## src/rtl/muldiv_pkg.sv

```systemverilog
// muldiv_pkg: shared types and constants for the multiply/divide sequencer.
package muldiv_pkg;

  typedef enum logic [2:0] {
    IDLE  = 3'd0,
    LOAD  = 3'd1,
    ITER  = 3'd2,
    FIXUP = 3'd3,
    DONE  = 3'd4
  } muldiv_state_t;

  localparam logic OP_MUL = 1'b0;
  localparam logic OP_DIV = 1'b1;

  // Strobes broadcast to every bitslice in the array
  typedef struct packed {
    logic load_divl;
    logic load_divh;
    logic load_acc;
    logic load_quot;
    logic load_rem;
    logic divh_p;
    logic divl_p;
    logic acc_cin;
    logic inv_op1;
    logic inv_op2;
    logic inv_rem;
    logic inv_result;
  } slice_ctrl_t;

endpackage

```

## src/rtl/muldiv_iter_cnt.sv

```systemverilog
// muldiv_iter_cnt: loadable down-counter with a zero flag; holds at zero.
module muldiv_iter_cnt
  import muldiv_pkg::*;
#(
  parameter int CNT_W = 4
) (
  input  logic             clk,
  input  logic             rst,
  input  logic             load,
  input  logic [CNT_W-1:0] load_val,
  input  logic             dec,
  output logic             zero
);

  logic [CNT_W-1:0] cnt_q;
  logic [CNT_W-1:0] cnt_d;

  // Load has priority over decrement; never wraps below zero
  always_comb begin
    cnt_d = cnt_q;
    if (load) begin
      cnt_d = load_val;
    end else if (dec && (cnt_q != '0)) begin
      cnt_d = cnt_q - 1'b1;
    end
  end

  // Count register, cleared by reset
  always_ff @(posedge clk) begin
    if (rst) begin
      cnt_q <= '0;
    end else begin
      cnt_q <= cnt_d;
    end
  end

  assign zero = (cnt_q == '0);

endmodule

```

## src/rtl/muldiv_sequencer.sv

```systemverilog
// muldiv_sequencer: control FSM for a WIDTH-slice iterative multiply/divide
// datapath. Optional macro MULDIV_SIGNED_EN adds signed magnitude conversion
// in LOAD and sign fixup in FIXUP; without it Signed is ignored.
module muldiv_sequencer
  import muldiv_pkg::*;
#(
  parameter int WIDTH = 8,
  parameter int CNT_W = $clog2(WIDTH) + 1
) (
  input  logic Clock,
  input  logic Reset,
  input  logic Start,
  input  logic Op,
  input  logic Signed,
  input  logic Op1Sign,
  input  logic Op2Sign,
  input  logic MplrBit,
  input  logic ACC_Cout,
  input  logic DivisorZero,
  output logic Busy,
  output logic Done,
  output logic DivErr,
  output logic LOAD_DIVL,
  output logic LOAD_DIVH,
  output logic LOAD_ACC,
  output logic LOAD_QUOT,
  output logic LOAD_REM,
  output logic DIVH_P,
  output logic DIVL_P,
  output logic ACC_Cin,
  output logic INV_OP1,
  output logic INV_OP2,
  output logic INV_REM,
  output logic INV_RESULT
);

  localparam logic [2:0] ST_IDLE  = IDLE;
  localparam logic [2:0] ST_LOAD  = LOAD;
  localparam logic [2:0] ST_ITER  = ITER;
  localparam logic [2:0] ST_FIXUP = FIXUP;
  localparam logic [2:0] ST_DONE  = DONE;

  logic [2:0]  state_q, state_d;
  logic        op_q, op_d;
  logic        div_err_q, div_err_d;
  logic        cnt_load, cnt_dec, cnt_zero;
  logic        busy, done;
  slice_ctrl_t ctrl;

`ifdef MULDIV_SIGNED_EN
  logic signed_q, signed_d;
`else
  logic sign_unused;
  assign sign_unused = ^{Signed, Op1Sign, Op2Sign};
`endif

  muldiv_iter_cnt #(
    .CNT_W(CNT_W)
  ) u_iter_cnt (
    .clk     (Clock),
    .rst     (Reset),
    .load    (cnt_load),
    .load_val(CNT_W'(WIDTH - 1)),
    .dec     (cnt_dec),
    .zero    (cnt_zero)
  );

  // Sequencing: one operation in flight, Start only honoured in IDLE
  always_comb begin
    state_d   = state_q;
    op_d      = op_q;
    div_err_d = div_err_q;
    cnt_load  = 1'b0;
    cnt_dec   = 1'b0;
`ifdef MULDIV_SIGNED_EN
    signed_d  = signed_q;
`endif
    case (state_q)
      ST_IDLE: begin
        if (Start) begin
          state_d = ST_LOAD;
          op_d    = Op;
`ifdef MULDIV_SIGNED_EN
          signed_d = Signed;
`endif
        end
      end
      ST_LOAD: begin
        if ((op_q == OP_DIV) && DivisorZero) begin
          state_d   = ST_DONE;
          div_err_d = 1'b1;
        end else begin
          state_d   = ST_ITER;
          div_err_d = 1'b0;
          cnt_load  = 1'b1;
        end
      end
      ST_ITER: begin
        cnt_dec = 1'b1;
        if (cnt_zero) begin
          state_d = ST_FIXUP;
        end
      end
      ST_FIXUP: state_d = ST_DONE;
      ST_DONE:  state_d = ST_IDLE;
      default:  state_d = ST_IDLE;
    endcase
  end

  // Slice strobes decoded from state; divide steps use this cycle's carry
  always_comb begin
    ctrl = '0;
    busy = 1'b0;
    done = 1'b0;
    case (state_q)
      ST_LOAD: begin
        busy = 1'b1;
        if ((op_q == OP_DIV) && DivisorZero) begin
          // Quotient forced to all ones on divide-by-zero
          ctrl.load_quot  = 1'b1;
          ctrl.inv_result = 1'b1;
        end else begin
          ctrl.load_divl = 1'b1;
          ctrl.load_divh = 1'b1;
`ifdef MULDIV_SIGNED_EN
          if (signed_q) begin
            ctrl.inv_op1 = Op1Sign;
            ctrl.inv_op2 = Op2Sign;
          end
`endif
        end
      end
      ST_ITER: begin
        busy = 1'b1;
        if (op_q == OP_MUL) begin
          ctrl.load_acc = MplrBit;
          ctrl.divl_p   = 1'b1;
          ctrl.divh_p   = 1'b1;
        end else begin
          // Restoring step: trial subtract, commit only on no-borrow
          ctrl.divh_p     = 1'b1;
          ctrl.inv_op2    = 1'b1;
          ctrl.acc_cin    = 1'b1;
          ctrl.load_acc   = ACC_Cout;
          ctrl.load_quot  = 1'b1;
          ctrl.inv_result = ~ACC_Cout;
        end
      end
      ST_FIXUP: begin
        busy          = 1'b1;
        ctrl.load_rem = (op_q == OP_DIV);
`ifdef MULDIV_SIGNED_EN
        if (signed_q) begin
          ctrl.inv_result = Op1Sign ^ Op2Sign;
          ctrl.inv_rem    = Op1Sign;
          ctrl.acc_cin    = 1'b1;
        end
`endif
      end
      ST_DONE: done = 1'b1;
      default: ;
    endcase
  end

  // Control registers
  always_ff @(posedge Clock) begin
    if (Reset) begin
      state_q   <= ST_IDLE;
      op_q      <= OP_MUL;
      div_err_q <= 1'b0;
`ifdef MULDIV_SIGNED_EN
      signed_q  <= 1'b0;
`endif
    end else begin
      state_q   <= state_d;
      op_q      <= op_d;
      div_err_q <= div_err_d;
`ifdef MULDIV_SIGNED_EN
      signed_q  <= signed_d;
`endif
    end
  end

  assign Busy       = busy;
  assign Done       = done;
  assign DivErr     = div_err_q;
  assign LOAD_DIVL  = ctrl.load_divl;
  assign LOAD_DIVH  = ctrl.load_divh;
  assign LOAD_ACC   = ctrl.load_acc;
  assign LOAD_QUOT  = ctrl.load_quot;
  assign LOAD_REM   = ctrl.load_rem;
  assign DIVH_P     = ctrl.divh_p;
  assign DIVL_P     = ctrl.divl_p;
  assign ACC_Cin    = ctrl.acc_cin;
  assign INV_OP1    = ctrl.inv_op1;
  assign INV_OP2    = ctrl.inv_op2;
  assign INV_REM    = ctrl.inv_rem;
  assign INV_RESULT = ctrl.inv_result;

endmodule

```

## config.mk

```make
export PLATFORM = sky130hd
export DESIGN_NAME = muldiv_sequencer
export DESIGN_NICKNAME = d
export VERILOG_FILES = /design/src/rtl/muldiv_pkg.sv /design/src/rtl/muldiv_iter_cnt.sv /design/src/rtl/muldiv_sequencer.sv
export SDC_FILE = /design/constraint.sdc
export NUM_CORES = 1
export LEC_CHECK = 0
export CAP_MARGIN = 20
export CORE_MARGIN = 5
export CORE_UTILIZATION = 42
export DETAILED_ROUTE_END_ITERATION = 12
export PLACE_DENSITY = 0.77
export SLEW_MARGIN = 0
export SYNTH_ARGS = -nofsm -noshare
export SYNTH_HDL_FRONTEND = slang
export SYNTH_HIERARCHICAL = 1
export SYNTH_SLANG_ARGS = --single-unit
```

## constraint.sdc

```tcl
create_clock -name Clock -period 2.6 [get_ports Clock]
set_input_delay 0.65 -clock Clock [delete_from_list [all_inputs] [get_ports Clock]]
set_output_delay 0.65 -clock Clock [all_outputs]
set_load 0.01 [all_outputs]
```

==> impl_results.md, run 1 <==
* Setup bufs post-CTS at 0
* Sw power at 0.1559 mW
* Fin. max-slew vios at 0
* H-Tree Depth at 1
* Inserted Diodes at 0
* Die height at 50.00 µm
* Inserted Clock Buffers at 3
* Startpoint Class: primary input
* Max_cap viols at 0
* Finished Core Util at 58.55%
* Synth warnings at 6
* Internal power at 0.3061 mW
* GRT met1 Usage at 13.33%
* Clk sinks at 9
* Post-synth cell types at 33
* Most common cell after layout, fill and taps aside: clkdlybuf4s50_1
* Post-DRT Antenna Nets at 0
* Die area at 2500 µm²
* P per Cell Area at 523.8 nW/µm²
* Hold Path Class: reg -> reg
* Crit path launch: ACC_Cout
* DR pass1 iterations at 4
* Clock Latency Late Sink at 0.26 ns
* Core Box Area at 1506 µm²
* GR Layer Usage met2 at 18.20%
* Synth Register Bits at 9
* CP arrival at 1.89 ns
* FP Rows at 14
* Fraction of layout cells with a size suffix above 1 at 17.35%
* Final setup viols at 0
* Cell taking the most area after synthesis: dfxtp_1
* Final WL at 1.399 mm
* Most frequent cells in the layout: clkdlybuf4s50_1 (15), nor2_1 (11), dfxtp_1 (9)
* Largest net degree at the start of global routing at 14
* Remaining DRCs at 0
* Hold buffers post-CTS at 0
* RSZ-0062 raised after global routing: false
* Post-Syn Area per Cell at 8.841 µm²
* Final period util at 97.79%
* Sequential area share after synthesis at 26.82%
* Fin crit period at 2.543 ns
* Fmax at 0.3933 GHz
* WL/cell at 12.27 µm
* Endpoint class of the critical path: output pin
* Synthesized area at 671.9 µm²
* CTS tree: done
* Static Leak at 0.3551 nW
* Crit Path Class: in -> out
* Gp weighted congestion at 0.7314
* Final hold slack at 0.4757 ns
* Layout area overhead at 31.28%
* Setup WS post-layout at 0.05740 ns
* Vias in the first global route at 528
* Top Usage Layer GRT: met2
* Outcome: completed
* Post-Syn Instances at 76
* Hold_sp: DivErr
* Clock transition at the registers of the reported paths at 0.06 ns
* IO Port Bufs at 19
* DRT iter0 DRCs at 9
* Synth top area cells: dfxtp_1 (27%), mux2i_1 (7.4%), nor2_1 (6.1%)
* Register share of total power at 37.5%
* Ports at 25
* Final nets at 110
* Total GRT Usage at 11.43%
* Fin cells at 114
* Clock group share of total power at 23.4%
* CTS root buffer: clkbuf_4
* Top-area cell type share of the netlist area at 26.82%
* Switch share at 33.75%
* Worst Path Max Fanout at 2
* Logic pwr share at 39.2%
* Max VDD drop at 0.0002487 V
* Tot Pwr at 0.4620 mW
* Grt met3 use at 3.313%
* Starting Density at 44.60%
* Final Hold Fails at 0
* Post-place setup slack at -0.3149 ns
* Max Clock Skew at 0.005925 ns
* Worst R2R Start: state_q[0]
* Detailed placement HPWL at 1.067 mm
* Initial antenna violation count at 0
* GRT overflow at 0
* Routed via count at 602
* Die width at 50.00 µm
* DP Cell Count at 110
* DR vias/cell at 5.281
* Crit path required time at 1.95 ns
* Maximum root-to-sink buffer count at 2
* First-pass GRT wire length at 2.249 mm
-- routing by layer --
metal / vias to the layer above / routed length (µm)
li1: 299 / -
met1: 277 / 606
met2: 24 / 629
met3: 2 / 141
met4: 0 / 22
met5: - / 0
-- per-stage QoR --
| step | instance area [µm²] | setup TNS (ns) |
|---|---|---|
| 2_1_floorplan | 686.9 | 0 |
| 3_3_place_gp | 858.3 | -0.5510 |
| 3_5_place_dp | 858.3 | -0.6782 |
| 4_1_cts | 879.6 | 0 |
| 5_1_grt | 882.1 | 0 |
| 6_report | 882.1 | 0 |
-- final cells by class --
type	instances	area, µm²
fillers	151	624.3
repair buffers	23	211.5
flip-flops and latches	9	180.2
well taps	16	20.02
clock buffers	4	26.28
multi-input cells	56	421.7
inverters	6	22.52
-- logic make-up (layout without fill, tap and decap cells) --
| family | Yosys count | count (layout) | share of synthesized area (%) |
|---|---|---|---|
| adder cells (fa/ha/maj) | 1 | 1 | 1.862 |
| buffers and inverters | 15 | 33 | 13.59 |
| flip-flops | 9 | 9 | 26.82 |
| other | 2 | 6 | 1.118 |
| AO/OA/AOI/OAI | 11 | 11 | 18.07 |
| AND/OR/NAND/NOR | 33 | 33 | 31.10 |
| multiplexers | 5 | 5 | 7.449 |
-- synth_stat cells --
cell and instances:
nand2_1 4, buf_6 2, and2_1 1, nor2_1 11
a31o_2 1, nor4_1 1, nand3_1 1, or4bb_1 1
nand4b_1 1, and4b_1 1, conb_1 2, and3b_2 1
a2111oi_4 1, a311o_1 1, inv_1 6, a311oi_1 2
dfxtp_1 9, buf_2 1, or3b_1 1, buf_4 5
a211oi_1 1, o32ai_4 1, clkbuf_1 1, nor4b_2 1
a21o_1 1, ha_1 1, or3b_4 2, nor4b_1 2
a21oi_1 3, mux2i_1 5, nor3_1 1, nand3b_1 1
nand2b_1 3
-- final timing paths --
check | end | cells past startpoint | slack (ns)
max | LOAD_ACC | 4 | 0.06
min | DivErr | 2 | 0.48
max reg2reg | u_iter_cnt/cnt_q[1] | 5 | 0.79
min reg2reg | DivErr | 2 | 0.48
-- critical path, cell delays in order --
cell and delay (ns):
clkdlybuf4s50_1 0.52, mux2i_1 0.09, nor2_1 0.09, clkdlybuf4s50_1 0.54
-- power groups by stage --
stage / clock network (mW) / logic, mW / registers (mW)
5_1_grt: 0.120 / 0.197 / 0.177
6_report: 0.108 / 0.181 / 0.173
4_1_cts: 0.116 / 0.181 / 0.173
3_5_place_dp: 0 / 0.182 / 0.176
3_3_place_gp: 0 / 0.179 / 0.174
2_1_floorplan: 0 / 0.139 / 0.165
-- repair_timing --
| item | in CTS | in global routing |
|---|---|---|
| cloned | 0 | 0 |
| endpoints found under the setup margin | 4 | 3 |
| resized for setup | 8 | 1 |
-- registers in the layout, summed over array words and instances (netlist names) --
signal	count
DivErr	1
op_q	1
state_q	3
u_iter_cnt/cnt_q	4
Note: power is estimated with default switching activity, not from simulation.
==> inputs of run 2 (changes only) <==
--- a/config.mk
+++ b/config.mk
@@ -6,7 +6,6 @@
 export NUM_CORES = 1
 export LEC_CHECK = 0
 export CAP_MARGIN = 20
-export CORE_MARGIN = 5
 export CORE_UTILIZATION = 42
 export DETAILED_ROUTE_END_ITERATION = 12
 export PLACE_DENSITY = 0.77
==> run 2 against run 1 <==
  * Register-to-register slack about the same
  * Critical path type unchanged
  * Non-clock buffer count rose by 1
  * Die area shrank 29%
  * Clock skew decreased by 0.0057 ns
  * Fmax up 1.6%
  * Sequential power about the same
  * Critical endpoint is now LOAD_QUOT
  * Largest power group unchanged
  * Global-route usage grew 3.7 points
==> impl_results.md, run 2 (synthesis results as in run 1) <==
* Outcome: completed (unchanged)
* Gp weighted congestion at 0.7169 (was 0.7314)
* Vias in the first global route at 495 (was 528)
* Setup WS post-layout at 0.09659 ns (was 0.05740 ns)
* Area after DPL at 865.8 µm² (was 858.3 µm²)
* Most frequent cells in the layout: clkdlybuf4s50_1 (14), nor2_1 (11), dfxtp_1 (9) (was clkdlybuf4s50_1 (15), nor2_1 (11), dfxtp_1 (9))
* Max_cap viols at 0 (unchanged)
* CTS root buffer: clkbuf_4 (unchanged)
* Clock Latency Late Sink at 0.26 ns (about the same)
* Max reg flops at 4 (unchanged)
* Worst R2R Start: state_q[2] (was state_q[0])
* Final TNS setup at 0 ns (unchanged)
* Final hold slack at 0.4729 ns (was 0.4757 ns)
* Area occupied by multi-input gates at 421.7 µm² (unchanged)
* Clock transition at the registers of the reported paths at 0.06 ns (about the same)
* Die width at 42.00 µm (was 50.00 µm)
* Reg-to-Reg End: u_iter_cnt/cnt_q[3] (was u_iter_cnt/cnt_q[1])
* CTS tree: done (unchanged)
* RSZ-0062 raised after global routing: false (unchanged)
* Layout area overhead at 32.77% (was 31.28%)
* Initial antenna violation count at 0 (unchanged)
* Inserted Diodes at 0 (unchanged)
* Hold Path Class: reg -> reg (unchanged)
* H-Tree Depth at 1 (unchanged)
* Largest net degree at the start of global routing at 14 (unchanged)
* Worst reg2reg setup slack at 0.80 ns (was 0.79 ns)
* Fraction of layout cells with a size suffix above 1 at 18.18% (was 17.35%)
* Maximum root-to-sink buffer count at 2 (unchanged)
* Most common cell after layout, fill and taps aside: clkdlybuf4s50_1 (unchanged)
* CP arrival at 1.85 ns (was 1.89 ns)
* Detailed placement HPWL at 906.3 µm (was 1.067 mm)
* Post-place setup slack at -0.3046 ns (was -0.3149 ns)
* Fin crit period at 2.503 ns (was 2.543 ns)
* Clk sinks at 9 (unchanged)
* Worst Path Max Fanout at 2 (unchanged)
* Ports at 25 (unchanged)
* Setup crit end: LOAD_QUOT (was LOAD_ACC)
* Max Clock Skew at 0.0002502 ns (was 0.005925 ns)
* Crit path required time at 1.95 ns (about the same)
* Setup bufs post-CTS at 0 (unchanged)
* Final Hold Fails at 0 (unchanged)
* Final period util at 96.29% (was 97.79%)
* Die height at 42.00 µm (was 50.00 µm)
* Fin cells at 115 (was 114)
* FP Rows at 14 (unchanged)
* Final setup viols at 0 (unchanged)
* Top Registers: u_iter_cnt/cnt_q: 4 flops, state_q: 3 flops (unchanged)
* Static Leak at 0.3781 nW (was 0.3551 nW)
* Core Box Area at 1506 µm² (unchanged)
* Remaining DRCs at 0 (unchanged)
* FF/Latch Area at 180.2 µm² (unchanged)
* Inserted Clock Buffers at 3 (unchanged)
* Fin. max-slew vios at 0 (unchanged)
* GRT overflow at 0 (unchanged)
* Final WL at 1.253 mm (was 1.399 mm)
* First-pass GRT wire length at 2.063 mm (was 2.249 mm)
* Final Cell Area at 892.1 µm² (was 882.1 µm²)
* # fillers at 143 (was 151)
* Total GRT Usage at 15.09% (was 11.43%)
* Max VDD drop at 0.0003153 V (was 0.0002487 V)
* Most flops, register: u_iter_cnt/cnt_q (unchanged)
* Starting Density at 44.60% (unchanged)
* Final nets at 111 (was 110)
* Die area at 1764 µm² (was 2500 µm²)
* Post-DRT Antenna Nets at 0 (unchanged)
* DR pass1 iterations at 3 (was 4)
* DP Cell Count at 111 (was 110)
* Endpoint class of the critical path: output pin (unchanged)
* Worst R2R Path Depth at 6 (was 5)
* DRT iter0 DRCs at 5 (was 9)
* Fmax at 0.3995 GHz (was 0.3933 GHz)
* DR vias/cell at 5.009 (was 5.281)
* WL/cell at 10.90 µm (was 12.27 µm)
* Crit Path Class: in -> out (unchanged)
* P per Cell Area at 520.4 nW/µm² (was 523.8 nW/µm²)
* Crit path launch: DivisorZero (was ACC_Cout)
* Startpoint Class: primary input (unchanged)
* Routed via count at 576 (was 602)
* IO Port Bufs at 19 (unchanged)
==> run 2: area by class of cell <==
class / count / area share [%]
multi-input combinational: 56 / 47.27
clock buffer: 4 / 2.945
tap: 16 / 2.244
inverter: 6 / 2.525
timing repair buffer: 24 / 24.82
sequential: 9 / 20.20
==> run 2: how the worst min path moves through the flow <==
stage               cells past startpoint                   to           startpoint  slack, ns
floorplan                               2  u_iter_cnt/cnt_q[2]  u_iter_cnt/cnt_q[2]       0.48
finish                                  2               DivErr               DivErr       0.47
CTS                                     2               DivErr               DivErr       0.48
global route                            2               DivErr               DivErr       0.51
detailed placement                      2               DivErr               DivErr       0.47
global placement                        2               DivErr               DivErr       0.46
==> run 2: worst max-delay path, cell delays in order <==
cell	delay (ns)
clkdlybuf4s50_1	0.47
or4bb_1	0.47
a21oi_1	0.12
buf_2	0.14
==> run 2: metrics by stage <==
stage / util [%] / total power [mW]
after CTS: 58.89 / 0.4688
after detailed placement: 57.48 / 0.3596
final: 59.22 / 0.4643
after global placement: 57.48 / 0.3554
after floorplan: - / 0.3040
after global routing: 59.22 / 0.4939
==> run 2: where the power goes <==
| part | internal (mW) | total (mW) | switching [mW] | leakage (nW) |
|---|---|---|---|---|
| clock | 0.0592 | 0.108 | 0.0490 | 0.0150 |
| combinational | 0.0951 | 0.186 | 0.0913 | 0.289 |
| sequential | 0.154 | 0.170 | 0.0158 | 0.0737 |
==> run 2: per-layer routing <==
| metal | wire length (µm) | vias to the layer above | track usage [%] | part of all wire, % |
|---|---|---|---|---|
| met4 | 0 | 0 | 7.742 | 0 |
| met5 | 0 | - | 0 | 0 |
| met2 | 589 | 17 | 25.00 | 47 |
| met1 | 585 | 258 | 19.19 | 47 |
| met3 | 78 | 0 | 1.724 | 6.2 |
| li1 | - | 301 | - | - |
==> run 2: repair_timing <==
item	4_1_cts	5_1_grt
endpoints found under the setup margin	4	3
hold buffers	0	0
cloned	0	0
gates resized for setup	8	2
==> inputs of run 3 (changes only) <==
--- a/config.mk
+++ b/config.mk
@@ -6,9 +6,11 @@
 export NUM_CORES = 1
 export LEC_CHECK = 0
 export CAP_MARGIN = 20
-export CORE_UTILIZATION = 42
+export CORE_AREA = 2 2 39 41
 export DETAILED_ROUTE_END_ITERATION = 12
-export PLACE_DENSITY = 0.77
+export DIE_AREA = 0 0 41 43
+export DONT_BUFFER_PORTS = 1
+export PLACE_DENSITY = 0.65
 export SLEW_MARGIN = 0
 export SYNTH_ARGS = -nofsm -noshare
 export SYNTH_HDL_FRONTEND = slang
==> run 3 against run 2 <==
  * Routed wire length decreased by 8.5%
  * Hold slack got worse by 0.011 ns
  * Utilization decreased by 11 points
  * Setup slack improved by 0.26 ns
  * Sequential share of layout area increased by 6.6 points
  * Non-clock buffer count decreased by 23
  * Total power decreased by 11%
  * Die area about the same
  * Via count decreased by 15%
  * Cell area decreased by 25%
  * Clock power about the same
==> impl_results.md, run 3 (synthesis results as in run 1) <==
* Top Usage Layer GRT: met1 (was met2)
* DR vias/cell at 5.326 (was 5.009)
* Ports at 25 (unchanged)
* DRT iter0 DRCs at 6 (was 5)
* Die area at 1763 µm² (was 1764 µm²)
* Grt met3 use at 4.188% (was 1.724%)
* Max Clock Skew at 0.003411 ns (was 0.0002502 ns)
* Clk sinks at 9 (unchanged)
* CTS tree: done (unchanged)
* Startpoint Class: flop (was primary input)
* Clock transition at the registers of the reported paths at 0.07 ns (was 0.06 ns)
* Max_cap viols at 0 (unchanged)
* Setup bufs post-CTS at 0 (unchanged)
* Layout area overhead at 0.1863% (was 32.77%)
* Final setup viols at 0 (unchanged)
* GR Layer Usage met2 at 21.25% (was 25.00%)
* Top Registers: u_iter_cnt/cnt_q: 4 flops, state_q: 3 flops (unchanged)
* Hold Path Class: in -> reg (was reg -> reg)
* Crit path required time at 1.95 ns (about the same)
* Worst Path Max Fanout at 9 (was 2)
* Final nets at 88 (was 111)
* Die height at 43 µm (was 42.00 µm)
* Fin crit period at 2.242 ns (was 2.503 ns)
* Final Hold Fails at 0 (unchanged)
* Slowest cell on the critical path: or3b_1 (was clkdlybuf4s50_1)
* Detailed placement HPWL at 858.6 µm (was 906.3 µm)
* Maximum root-to-sink buffer count at 2 (unchanged)
* Vias in the first global route at 447 (was 495)
* CTS root buffer: clkbuf_4 (unchanged)
* Crit Path Class: reg -> out (was in -> out)
* Starting Density at 48.55% (was 44.60%)
* Most frequent cells in the layout: nor2_1 (11), dfxtp_1 (9), inv_1 (6), conb_1 (6), mux2i_1 (5) (was clkdlybuf4s50_1 (14), nor2_1 (11), dfxtp_1 (9))
* Inserted Clock Buffers at 3 (unchanged)
* Core Box Area at 1384 µm² (was 1506 µm²)
* GRT overflow at 0 (unchanged)
* Routed via count at 490 (was 576)
* Die width at 41 µm (was 42.00 µm)
* Fraction of layout cells with a size suffix above 1 at 15.79% (was 18.18%)
* Fin cells at 92 (was 115)
* RSZ-0062 raised after global routing: false (unchanged)
* DP Cell Count at 88 (was 111)
* First-pass GRT wire length at 1.945 mm (was 2.063 mm)
* Area after DPL at 645.6 µm² (was 865.8 µm²)
* Remaining DRCs at 0 (unchanged)
* CP arrival at 1.59 ns (was 1.85 ns)
* Static Leak at 0.2576 nW (was 0.3781 nW)
* Setup WS post-layout at 0.3583 ns (was 0.09659 ns)
* Initial antenna violation count at 0 (unchanged)
* H-Tree Depth at 1 (unchanged)
* Clock Latency Late Sink at 0.25 ns (was 0.26 ns)
* Gp weighted congestion at 0.7848 (was 0.7169)
* Largest net degree at the start of global routing at 14 (unchanged)
* P per Cell Area at 615.2 nW/µm² (was 520.4 nW/µm²)
* Max VDD drop at 0.0003405 V (was 0.0003153 V)
* Outcome: completed (unchanged)
* Finished Core Util at 48.64% (was 59.22%)
* Hold buffers post-CTS at 0 (unchanged)
* DR pass1 iterations at 4 (was 3)
* Crit path cell chain: or3b_1 -> nor2_1 (was clkdlybuf4s50_1 -> or4bb_1 -> a21oi_1 -> buf_2)
* Post-place setup slack at 0.6000 ns (was -0.3046 ns)
* GRT met1 Usage at 22.95% (was 19.19%)
* Max reg flops at 4 (unchanged)
* Endpoint class of the critical path: output pin (unchanged)
* Final period util at 86.22% (was 96.29%)
* Final Cell Area at 673.1 µm² (was 892.1 µm²)
* Worst path max stage delay at 0.51 ns (was 0.47 ns)
* Most common cell after layout, fill and taps aside: nor2_1 (was clkdlybuf4s50_1)
* Final TNS setup at 0 ns (unchanged)
* WL/cell at 12.47 µm (was 10.90 µm)
* Cts repair resizes at 0 (was 8)
* FP Rows at 14 (unchanged)
* IO Port Bufs at 0 (was 19)
* Final WL at 1.147 mm (was 1.253 mm)
* Worst path top cell family by delay: simple AND/OR/NAND/NOR gates (was buffers and inverters)
* Total GRT Usage at 15.66% (was 15.09%)
* Fmax at 0.4461 GHz (was 0.3995 GHz)
* Most flops, register: u_iter_cnt/cnt_q (unchanged)
* Post-DRT Antenna Nets at 0 (unchanged)
* Fin. max-slew vios at 0 (unchanged)
* Crit path buf inv count at 0 (was 2)
* Inserted Diodes at 0 (unchanged)
-- run 3: power breakdown --
part	internal, mW	switching (mW)
clock network	0.0566	0.0503
logic	0.0576	0.0738
registers	0.154	0.0219
total	0.268	0.146
-- run 3: metal layers --
metal / wire length (µm) / vias up
li1: - / 256
met3: 42 / 0
met2: 547 / 8
met4: 0 / 0
met5: 0 / -
met1: 556 / 226
-- run 3: area by class of cell --
class | count | area (µm²)
fill | 143 | 710.7
multi-input combinational | 56 | 415.4
sequential | 9 | 180.2
clock buffer | 3 | 22.52
inverter | 6 | 22.52
tap | 16 | 20.02
timing repair buffer | 1 | 7.507
clock inverter | 1 | 5.005
-- run 3: worst register-to-register path, stage by stage, from the launching register on --
cell	delay, ns
dfxtp_1	0.48
or3b_1	0.51
inv_1	0.32
nor4b_2	0.30
mux2i_1	0.11
a211oi_1	0.22
-- run 3: path summary, 6_finish.rpt --
| path | start | endpoint | slack [ns] | cells past startpoint |
|---|---|---|---|---|
| worst min-delay path | Reset | u_iter_cnt/cnt_q[2] | 0.46 | 1 |
| worst max register to register | state_q[1] | u_iter_cnt/cnt_q[3] | 0.58 | 5 |
| worst max-delay path | state_q[1] | INV_OP2 | 0.36 | 2 |
| worst min register to register | u_iter_cnt/cnt_q[2] | u_iter_cnt/cnt_q[2] | 0.52 | 2 |
-- run 3: through the flow --
step	hold WS [ns]	power [mW]
finish	0.4617	0.4141
CTS	0.4559	0.4185
detailed placement	0.5157	0.3104
floorplan	0.4844	0.3040
global route	0.4529	0.4401
global placement	0.5021	0.3070
==> patch 1 (settings of run 2) <==
Add an input register stage for `Start`, `Op`, `MplrBit`, `ACC_Cout` and `DivisorZero`, cleared by the reset; this delays them by one clock. The other inputs are not delayed to match.
--- a/src/rtl/muldiv_sequencer.sv
+++ b/src/rtl/muldiv_sequencer.sv
@@ -40,6 +40,28 @@
   localparam logic [2:0] ST_FIXUP = FIXUP;
   localparam logic [2:0] ST_DONE  = DONE;
 
+  logic Start_q;
+  logic Op_q;
+  logic MplrBit_q;
+  logic ACC_Cout_q;
+  logic DivisorZero_q;
+
+  always_ff @(posedge Clock) begin
+    if (Reset) begin
+      Start_q       <= '0;
+      Op_q          <= '0;
+      MplrBit_q     <= '0;
+      ACC_Cout_q    <= '0;
+      DivisorZero_q <= '0;
+    end else begin
+      Start_q       <= Start;
+      Op_q          <= Op;
+      MplrBit_q     <= MplrBit;
+      ACC_Cout_q    <= ACC_Cout;
+      DivisorZero_q <= DivisorZero;
+    end
+  end
+
   logic [2:0]  state_q, state_d;
   logic        op_q, op_d;
   logic        div_err_q, div_err_d;
@@ -77,16 +99,16 @@
 `endif
     case (state_q)
       ST_IDLE: begin
-        if (Start) begin
+        if (Start_q) begin
           state_d = ST_LOAD;
-          op_d    = Op;
+          op_d    = Op_q;
 `ifdef MULDIV_SIGNED_EN
           signed_d = Signed;
 `endif
         end
       end
       ST_LOAD: begin
-        if ((op_q == OP_DIV) && DivisorZero) begin
+        if ((op_q == OP_DIV) && DivisorZero_q) begin
           state_d   = ST_DONE;
           div_err_d = 1'b1;
         end else begin
@@ -115,7 +137,7 @@
     case (state_q)
       ST_LOAD: begin
         busy = 1'b1;
-        if ((op_q == OP_DIV) && DivisorZero) begin
+        if ((op_q == OP_DIV) && DivisorZero_q) begin
           // Quotient forced to all ones on divide-by-zero
           ctrl.load_quot  = 1'b1;
           ctrl.inv_result = 1'b1;
@@ -133,7 +155,7 @@
       ST_ITER: begin
         busy = 1'b1;
         if (op_q == OP_MUL) begin
-          ctrl.load_acc = MplrBit;
+          ctrl.load_acc = MplrBit_q;
           ctrl.divl_p   = 1'b1;
           ctrl.divh_p   = 1'b1;
         end else begin
@@ -141,9 +163,9 @@
           ctrl.divh_p     = 1'b1;
           ctrl.inv_op2    = 1'b1;
           ctrl.acc_cin    = 1'b1;
-          ctrl.load_acc   = ACC_Cout;
+          ctrl.load_acc   = ACC_Cout_q;
           ctrl.load_quot  = 1'b1;
-          ctrl.inv_result = ~ACC_Cout;
+          ctrl.inv_result = ~ACC_Cout_q;
         end
       end
       ST_FIXUP: begin
Behaviour: not the same (Yosys sat finds a counterexample within 4 cycles, from zero or initial values and one cycle with Reset high).
==> patch 1 against run 2 <==
Wire length up 13%. Power up 7.6%. Synthesized area up 20%. Clock skew up 0.0013 ns. Global-route usage down 0.38 points. Final area up 17%. Sequential power up 42%. Sequential cell count up 5. Worst setup slack better by 0.016 ns. Critical endpoint is now LOAD_DIVH. Largest cell class unchanged. Largest power group is now registers.
==> patch 1: results (changes against run 2) <==
cts repair resizes=2 (was 8); Logic pwr share=0.275 (was 0.402); ys flop type=dfxtp_1 (unchanged); worst skew pair latency=0.28 ns (was 0.26 ns); status=finished, final reports clean (unchanged); Initial Utilization=0.4553 (was 0.4460); top post-synthesis cells by area=dfxtp_1 (35%), mux2i_1 (6.2%), nor2_1 (5.1%) (was dfxtp_1 (27%), mux2i_1 (7.4%), nor2_1 (6.1%)); Mean Syn Cell Area=9.233 um^2 (was 8.841 um^2); CP max FO=10 (was 2); GRT Util Overall=0.1471 (was 0.1509); top post-synthesis cells by count=dfxtp_1 (14), nor2_1 (11), inv_1 (6) (was nor2_1 (11), dfxtp_1 (9), inv_1 (6)); Max IR drop VDD=0.2849 mV (was 0.3153 mV); library cells used by synthesis=34 (was 33); sequential power share=0.485 (was 0.366); first-pass GRT wire length=2.111 mm (was 2.063 mm); Critical Path Max Stage Delay=0.56 ns (was 0.47 ns); Placed Area=1012 um^2 (was 865.8 um^2); Initial DRC Count=3 (was 5); I/O Buffers=19 (unchanged); Via Count=665 (was 576); number of antenna diodes=0 (unchanged); final WL=1.417 mm (was 1.253 mm); Post-Layout Cell Count=134 (was 115); largest net degree at the start of global routing=11 (was 14); internal power=0.0003551 W (was 0.0003082 W); RePlAce Congestion=0.7251 (was 0.7169); setup bufs post-CTS=0 (unchanged); Seq/Total Area, Yosys=0.3489 (was 0.2682); sw power=0.0001446 W (was 0.0001561 W); nets=122 (was 111); Hold Path Class=reg -> reg (unchanged); Die Wd=45.73 um (was 42.00 um); vias in the first global route=510 (was 495); Setup Skew=0.001582 ns (was 0.0002502 ns); layout cells sized above 1=0.1468 (was 0.1818); post-DP HPWL=1.056 mm (was 906.3 um); Pre-Repair DR Iteration Count=4 (was 3)
==> patch 1: cell families (layout without fill, tap and decap cells) <==
logic type / after synthesis / count (layout) / synth area share
buffers and inverters: 16 / 34 / 0.1184
AND/OR/NAND/NOR: 38 / 38 / 0.2944
AO/OA/AOI/OAI: 11 / 11 / 0.1511
other: 2 / 6 / 0.009349
adder cells (fa/ha/maj): 1 / 1 / 0.01557
flip-flops: 14 / 14 / 0.3489
multiplexers: 5 / 5 / 0.06231
==> patch 1: worst paths after layout <==
| kind | startpoint | endpoint | slack, ns | cells past startpoint |
|---|---|---|---|---|
| max reg2reg | state_q[2]$_SDFFE_PP0P_ | u_iter_cnt/cnt_q[3]$_SDFFE_PP0P_ | 0.82 | 6 |
| min reg2reg | Op_q$_SDFF_PP0_ | op_q$_SDFFE_PP0P_ | 0.47 | 2 |
| max | state_q[2]$_SDFFE_PP0P_ | LOAD_DIVH | 0.11 | 3 |
| min | Op_q$_SDFF_PP0_ | op_q$_SDFFE_PP0P_ | 0.47 | 2 |
==> patch 1: area by class of cell <==
| type | instances | area, um^2 |
|---|---|---|
| Fill cell | 169 | 724.4 |
| Multi-Input combinational cell | 61 | 449.2 |
| Sequential cell | 14 | 280.3 |
| Timing Repair Buffer | 25 | 234.0 |
| Tap cell | 25 | 31.28 |
| Clock buffer | 3 | 22.52 |
| Inverter | 6 | 22.52 |
==> patch 1: routing by layer <==
metal | global-route usage | up-vias | routed length, um
met2 | 0.2257 | 18 | 643
met4 | 0.1235 | 0 | 38
met5 | 0 | - | 0
met1 | 0.1707 | 308 | 671
li1 | - | 335 | -
met3 | 0.03571 | 4 | 63
==> patch 1: worst min-delay path, stage by stage, from the launching register on <==
cell and delay, ns:
dfxtp_1 0.31, nand2b_1 0.06, mux2i_1 0.06
==> patch 2 (settings of run 2) <==
Without the edit above. The parameter `WIDTH` goes from 8 to 16.
--- a/src/rtl/muldiv_sequencer.sv
+++ b/src/rtl/muldiv_sequencer.sv
@@ -4,7 +4,7 @@
 module muldiv_sequencer
   import muldiv_pkg::*;
 #(
-  parameter int WIDTH = 8,
+  parameter int WIDTH = 16,
   parameter int CNT_W = $clog2(WIDTH) + 1
 ) (
   input  logic Clock,
Check against the original RTL: same outputs for any inputs over 10 cycles, from zero or initial values and one cycle with Reset high; that may be too few to reach the edited logic, so the function may still have changed.
==> patch 2 against run 2 <==
Sequential cell count increased by 1. Final area grew 4.6%. First-iteration DRC count grew to 3.4 times the old value. Hold slack better by 0.011 ns. Clock skew grew 0.0027 ns. Wire length increased by 21%. Worst setup slack worse by 0.0050 ns. Core utilization about the same. Power grew 13%. Synthesized area grew 9.5%. Critical path type unchanged. Largest cell class unchanged. Highest routed layer is now met4.
==> patch 2: results (changes against run 2) <==
Top Registers=u_iter_cnt/cnt_q x5, state_q x3 (was u_iter_cnt/cnt_q x4, state_q x3); internal power=0.0003473 W (was 0.0003082 W); top post-synthesis cells by count=dfxtp_1 (10), nor2_1 (10), inv_1 (7) (was nor2_1 (11), dfxtp_1 (9), inv_1 (6)); largest net degree at the start of global routing=15 (was 14); final WL=1.521 mm (was 1.253 mm); top post-synthesis cells by area=dfxtp_1 (27%), mux2i_1 (5.4%), buf_4 (5.1%) (was dfxtp_1 (27%), mux2i_1 (7.4%), nor2_1 (6.1%)); first-pass GRT wire length=2.532 mm (was 2.063 mm); layout cells sized above 1=0.1635 (was 0.1818); P_leak=0.3899 nW (was 0.3781 nW); nets=116 (was 111); library cells used by synthesis=37 (was 33); Reg-to-Reg Start=state_q[0]$_SDFFE_PP0P_ (was state_q[2]$_SDFFE_PP0P_); fillers=147 (was 143); worst reg2reg path depth=5 (was 6); Worst R2R End=u_iter_cnt/cnt_q[1]$_SDFFE_PP0P_ (was u_iter_cnt/cnt_q[3]$_SDFFE_PP0P_); GRT Util Overall=0.1767 (was 0.1509); Max IR drop VDD=0.2977 mV (was 0.3153 mV); Worst R2R Setup Slack=0.68 ns (was 0.80 ns); RePlAce Congestion=0.7303 (was 0.7169); post-DP HPWL=1.125 mm (was 906.3 um); status=finished, final reports clean (unchanged); vias in the first global route=572 (was 495); multiplexer share of the synthesized area=0.05442 (was 0.07449); CP max stage cell=or4bb_1 (was clkdlybuf4s50_1); Seq/Total Area, Yosys=0.2721 (was 0.2682); Setup Skew=0.002994 ns (was 0.0002502 ns)
patch 2: worst register-to-register path: stages, from the launching register on:
cell and delay (ns):
dfxtp_1 0.49, or3b_4 0.46, a21oi_1 0.22, buf_4 0.22
nor3_1 0.07, a311o_1 0.36
patch 2: worst max-delay path by stage:
stage | startpoint | end | slack (ns) | depth (start not counted)
finish | DivisorZero | LOAD_QUOT | 0.09 | 4
global route | state_q[0]$_SDFFE_PP0P_ | INV_OP2 | 0.02 | 3
CTS | state_q[0]$_SDFFE_PP0P_ | INV_OP2 | 0.03 | 3
detailed placement | DivisorZero | LOAD_QUOT | -0.33 | 4
global placement | DivisorZero | LOAD_QUOT | -0.31 | 4
floorplan | state_q[1]$_SDFFE_PP0P_ | u_iter_cnt/cnt_q[1]$_SDFFE_PP0P_ | 0.57 | 6
patch 2: final cells by class:
type / count / area share
Inverter: 7 / 0.02815
Tap cell: 16 / 0.02145
Multi-Input combinational cell: 61 / 0.4786
Timing Repair Buffer: 22 / 0.2172
Clock buffer: 4 / 0.03887
Sequential cell: 10 / 0.2158
patch 2: timing repair:
item | in CTS | in global routing
cloned | 0 | 0
pin swaps | 0 | 0
buffers inserted | 0 | 0
hold endpoints to repair | 0 | 0
gates resized for setup | 9 | 1
endpoints found under the setup margin | 9 | 2
patch 2: stage by stage:
stage	TNS, ns	instance area (um^2)	std cells	hold slack, ns
after global routing	0	933.4	120	0.5261
after CTS	0	930.9	120	0.4900
after global placement	-0.4931	903.4	116	0.4661
after detailed placement	-0.5698	903.4	116	0.4755
final	0	933.4	120	0.4840
after floorplan	0	754.5	89	0.4748
patch 2: power by group through the flow:
stage	Sequential, W	Combinational, W	Clock (W)
4_1_cts	0.000195	0.000188	0.000148
3_5_place_dp	0.000198	0.000192	0
6_report	0.000196	0.000189	0.000141
2_1_floorplan	0.000182	0.000167	0
3_3_place_gp	0.000197	0.000187	0
5_1_grt	0.000200	0.000208	0.000153
patch 2: cell families after synthesis:
family,after synthesis
AOI/OAI and AO/OA,15
DFF,10
adders and majority gates,1
other,2
muxes,4
buffers and inverters,18
and+or+nand+nor,34
patch 2: layer usage:
layer / up-vias / GRT usage / part of all wire
li1: 324 / - / -
met4: 0 / 0.07273 / 0.0053
met2: 17 / 0.2955 / 0.47
met1: 304 / 0.2174 / 0.48
met3: 2 / 0.04167 / 0.043
met5: - / 0 / 0
